File: config.mk
export PLATFORM = sky130hd
export DESIGN_NAME = audio_sample_conditioner
export DESIGN_NICKNAME = d
export VERILOG_FILES = /design/src/rtl/audio_sample_conditioner.sv
export SDC_FILE = /design/constraint.sdc
export NUM_CORES = 1
export LEC_CHECK = 0
export BUFFER_PORTS_ARGS = -buffer_cell sky130_fd_sc_hd__buf_2
export CORE_AREA = 3 3 144 146
export CTS_BUF_LIST = sky130_fd_sc_hd__clkbuf_16
export DETAILED_ROUTE_END_ITERATION = 6
export DIE_AREA = 0 0 147 149
export PLACE_DENSITY = 0.91
export SLEW_MARGIN = 20
export SYNTH_ARGS = -nofsm -noshare
export SYNTH_HDL_FRONTEND = slang
export SYNTH_SLANG_ARGS = --single-unit
File: constraint.sdc
create_clock -name CLOCK_50 -period 10.3 [get_ports CLOCK_50]
set_input_delay 0 -clock CLOCK_50 [delete_from_list [all_inputs] [get_ports CLOCK_50]]
set_output_delay 0 -clock CLOCK_50 [all_outputs]
set_load 0.05 [all_outputs]
File: src/rtl/audio_sample_conditioner.sv
// Codec-to-ColorChord sample conditioner: L+R sum, DC-blocking high-pass, optional
// averaging decimation, 16-bit saturation, valid/taken output, peak-hold meter.
module audio_sample_conditioner #(
    parameter int DC_SHIFT         = 10,
    parameter int DEC_LOG2         = 0,
    parameter int METER_DECAY_LOG2 = 20
) (
    input  logic        CLOCK_50,
    input  logic        reset,
    input  logic        read_ready,
    input  logic [23:0] readdata_left,
    input  logic [23:0] readdata_right,
    output logic        read,
    output logic [15:0] sampleOut,
    output logic        sampleValid,
    input  logic        sampleTaken,
    output logic [9:0]  level,
    output logic        overrun
);
    localparam int DW = 26 + DEC_LOG2;

    typedef enum logic [1:0] {IDLE, FILTER, EMIT} state_t;
    state_t state, state_next;

    logic [23:0]                  left_q, right_q;
    logic signed [24:0]           x;
    logic signed [25:0]           y, y_q;
    logic signed [DW-1:0]         dsum, dsum_next;
    logic [4:0]                   dcnt;
    logic                         dec_wrap, emit_out;
    logic signed [25:0]           d;
    logic signed [17:0]           s;
    logic signed [15:0]           s_sat;
    logic [15:0]                  mag;
    logic [9:0]                   m;
    logic [METER_DECAY_LOG2-1:0]  decay_cnt;

    always_ff @(posedge CLOCK_50) begin
        if (reset) state <= IDLE;
        else       state <= state_next;
    end

    always_comb begin
        state_next = state;
        case (state)
            IDLE:    if (read_ready) state_next = FILTER;
            FILTER:  state_next = EMIT;
            EMIT:    state_next = IDLE;
            default: state_next = IDLE;
        endcase
    end

    always_comb read = (state == IDLE) && read_ready && !reset;

    always_ff @(posedge CLOCK_50) begin
        if (reset) begin
            left_q  <= '0;
            right_q <= '0;
        end else if (read) begin
            left_q  <= readdata_left;
            right_q <= readdata_right;
        end
    end

    always_comb x = $signed({left_q[23], left_q}) + $signed({right_q[23], right_q});

    if (DC_SHIFT > 0) begin : g_dc
        logic signed [25+DC_SHIFT:0] acc;
        logic signed [25:0]          est;
        always_comb begin
            est = 26'(acc >>> DC_SHIFT);
            y   = $signed({x[24], x}) - est;
        end
        always_ff @(posedge CLOCK_50) begin
            if (reset)                 acc <= '0;
            else if (state == FILTER)  acc <= acc + {{DC_SHIFT{y[25]}}, y};
        end
    end else begin : g_bypass
        always_comb y = $signed({x[24], x});
    end

    always_ff @(posedge CLOCK_50) begin
        if (reset)                y_q <= '0;
        else if (state == FILTER) y_q <= y;
    end

    // The output path sees the running sum including the current sample.
    always_comb begin
        dsum_next = dsum + DW'(y_q);
        dec_wrap  = (dcnt == 5'((1 << DEC_LOG2) - 1));
        emit_out  = (state == EMIT) && dec_wrap;
        d         = 26'(dsum_next >>> DEC_LOG2);
        s         = 18'(d >>> 8);
        if (s > 18'sd32767)       s_sat = 16'sh7fff;
        else if (s < -18'sd32768) s_sat = 16'sh8000;
        else                      s_sat = s[15:0];
        mag = s_sat[15] ? 16'(-s_sat) : 16'(s_sat);
        m   = (s_sat == 16'sh8000) ? 10'd511 : mag[15:6];
    end

    always_ff @(posedge CLOCK_50) begin
        if (reset) begin
            dsum <= '0;
            dcnt <= '0;
        end else if (state == EMIT) begin
            if (dec_wrap) begin
                dsum <= '0;
                dcnt <= '0;
            end else begin
                dsum <= dsum_next;
                dcnt <= dcnt + 5'd1;
            end
        end
    end

    always_ff @(posedge CLOCK_50) begin
        if (reset) begin
            sampleOut   <= '0;
            sampleValid <= 1'b0;
            overrun     <= 1'b0;
        end else if (emit_out) begin
            sampleOut   <= s_sat;
            sampleValid <= 1'b1;
            if (sampleValid && !sampleTaken) overrun <= 1'b1;
        end else if (sampleValid && sampleTaken) begin
            sampleValid <= 1'b0;
        end
    end

    always_ff @(posedge CLOCK_50) begin
        if (reset) begin
            decay_cnt <= '0;
            level     <= '0;
        end else begin
            decay_cnt <= decay_cnt + 1'b1;
            if (emit_out && m > level)            level <= m;
            else if (&decay_cnt && level != '0)   level <= level - 10'd1;
        end
    end
endmodule

==> flow_summary.ini <==
[floorplanning]
initial_utilization_pct = 66.01
die_w_um = 147
coreArea_mm2 = 0.01953
die_area_mm2 = 0.02190
rows = 51
die_h_um = 149
io_pins = 81

[grt]
use_met1_pct = 37.58
grt-ovfl-total = 0
use_met3_pct = 4.619
top_usage_layer = met2
grt_pass1_wl_mm = 55.80
grt_antenna_before_repair = 0
grt_max_degree = 98
grt_pass1_vias = 11910
grt_use_met2_pct = 53.08
grt.total_usage_pct = 30.44

[synthesis]
syn_nets = 1807
avgSynthCellArea_um2 = 7.917
ys_ff_latch = 191
yosys_warnings = 0
synth_area_mm2 = 0.01289
synth_seq_area_share_pct = 29.67
syn_inst = 1628
synthArstFlopShare_pct = 0
ys_types = 79
synth_edf_count = 0
synth_ff_type = dfxtp_1

[drt]
via_per_inst = 6.155
firstDrtPassIters = 7
via_count = 12240
drt_iter0_drc = 1249
wl_mm = 34.03
drc = 1
ant_nets = 0
routedWlPerCell_um = 17.11

[place]
place.gp.congestion = 0.9329
port_buffers = 80
placed_area_mm2 = 0.01334
dp_hpwl_mm = 22.36

[power]
power_frac_seq_pct = 21.7
pwr-share-clk_pct = 16.4
p_sw_share_pct = 47.14
p_int_w = 0.002235
power_density_mw_per_mm2 = 292.4
power_w = 0.004228
combPwrFrac_pct = 61.9
p_leak_nw = 6.357
p_sw_w = 0.001993
peakVddDrop_uv = 273.5

[clock_network]
cts_buffer_depth = 2
cts_buffers = 17
clock-sinks = 191
cts_tree = yes
insertion_delay_ns = 0.45
root_buffer = clkbuf_16
cts_setup_buffers = 0
post_cts_resize_count = 0
path_clk_slew_ns = 0.08
htree_levels = 4

[min_path]
min_path_type = input pin to flip-flop

[worst_setup_path]
worst_ep_required_time_ns = 10.58
end_kind = flip-flop
path_class = flip-flop to flip-flop
crit_fanout = 5
cp.arrival_ns = 6.77
cp-start-kind = flip-flop

[sta]
post-route-min-period_ns = 6.484
fin_tns_setup_ns = 0
tightest_slew_ns = 1.082
fmax_ghz = 0.1542
setup_viol = 0
clock_skew_ns = 0.009831
slew_headroom_pct = 27.84
rsz0062_at_grt = no
hold_viol = 0
finalMaxSlewViolations = 0
post-route-period-util_pct = 62.95

[cells_and_area]
final_common_cell = dfxtp_1
drive_gt1_share_pct = 8.643
diodes = 0
syn_to_final_growth_pct = 12.18
nNetsFinal = 1890
design_area_mm2 = 0.01446
mostFrequentLayoutCells = 191 x dfxtp_1, 187 x nand2_1, 144 x inv_1

[run]
drv_cap = 0

[run_status]
violations = DRC
status = complete, but fails checks
-- kinds of logic (layout without fill, tap and decap cells) --
family / after synthesis / count (layout) / synth area share [%]
AND/OR/NAND/NOR: 543 / 543 / 19.86
other: 1 / 1 / 0.02910
flip-flops: 191 / 191 / 29.67
buffers and inverters: 219 / 315 / 7.038
AO/OA/AOI/OAI: 459 / 459 / 23.45
XOR/XNOR: 84 / 84 / 5.708
multiplexers: 4 / 4 / 0.3398
adder cells (fa/ha/maj): 127 / 127 / 13.90
-- state kept, by name, summed over array words and instances, names as in the netlist --
register	cells
state	2
y_q	26
overrun	1
right_q	24
decay_cnt	20
dsum	26
dcnt	5
left_q	24
level	10
g_dc.acc	36
sampleValid	1
sampleOut	16
-- synth_stat cells, types with 15 or more instances --
library cell	n	area share (%)
dfxtp_1	191	30
nand2_1	187	5.4
inv_1	144	4.2
a21oi_1	139	5.4
nor2_1	131	3.8
ha_1	100	9.7
o21ai_0	68	2.6
o31ai_1	60	3.5
clkbuf_1	55	1.6
nand3_1	55	2.1
xnor2_1	50	3.4
a21o_1	40	2.3
nor3_1	35	1.4
xor2_1	34	2.3
fa_1	27	4.2
a22oi_1	20	1.2
nor2b_1	18	0.87
nand4_1	17	0.83
o21a_1	15	0.87
or3_1	15	0.73
-- metrics by stage --
stage                     instances  util, %  hold WS [ns]  setup WS (ns)
after global placement         1907    68.33        0.1894          4.414
final                          1989    74.05        0.2200          3.816
after CTS                      1989    73.97        0.2064          3.994
after global routing           1989    74.05        0.2510          3.622
after detailed placement       1907    68.33        0.1952          4.112
after floorplan                1628        -        0.1085          4.943
-- area by class of cell --
cell class | instances | area (um2)
Fill cell | 1425 | 5067
Clock buffer | 17 | 425.4
Sequential cell | 191 | 3824
Inverter | 144 | 540.5
Timing Repair Buffer | 139 | 970.9
Tap cell | 265 | 331.6
Clock inverter | 15 | 173.9
Multi-Input combinational cell | 1218 | 8193
-- critical path: stages, from the launching register on --
cell and delay [ns]:
dfxtp_1 0.31, inv_1 0.06, fa_1 0.53, inv_1 0.07, fa_1 0.46, a21o_1 0.18
a21o_1 0.21, a31oi_1 0.27, o22ai_1 0.21, o211ai_1 0.29, a21oi_1 0.17, o211a_1 0.26
or3_1 0.33, and2_1 0.18, ha_1 0.35, nand3_1 0.14, nor2_1 0.08, a221oi_1 0.28
o21ai_0 0.27, or4_1 0.55, a211oi_1 0.55, nor3b_1 0.15, o21ai_0 0.23, o311ai_0 0.21
-- layer usage --
layer	vias up	share of wire (%)
met3	139	6.0
met2	492	49
met1	5716	41
met5	-	0
met4	0	3.9
li1	5896	-
-- power by group through the flow --
stage	Combinational [W]	Clock [W]	Sequential, W
final	0.00262	0.000692	0.000917
after global routing	0.00285	0.000725	0.000926
after floorplan	0.00194	0	0.000922
after global placement	0.00236	0	0.000928
after CTS	0.00251	0.000699	0.000915
after detailed placement	0.00243	0	0.000931
-- path summary, 6_finish.rpt --
kind / startpoint / endpoint / slack, ns / cells past startpoint
max: left_q[1]$_SDFFE_PP0P_ / g_dc.acc[30]$_SDFFE_PP0N_ / 3.82 / 23
min: reset / dsum[21]$_SDFFE_PP0N_ / 0.22 / 2
max reg2reg: left_q[1]$_SDFFE_PP0P_ / g_dc.acc[30]$_SDFFE_PP0N_ / 3.82 / 23
min reg2reg: g_dc.acc[3]$_SDFFE_PP0N_ / g_dc.acc[3]$_SDFFE_PP0N_ / 0.46 / 2
-- timing repair --
item                       in CTS  in global routing
setup endpoints to repair       0                  0
hold buffers                   50                  0
hold endpoints to repair       51                  0
(Power assumes the default switching activity.)
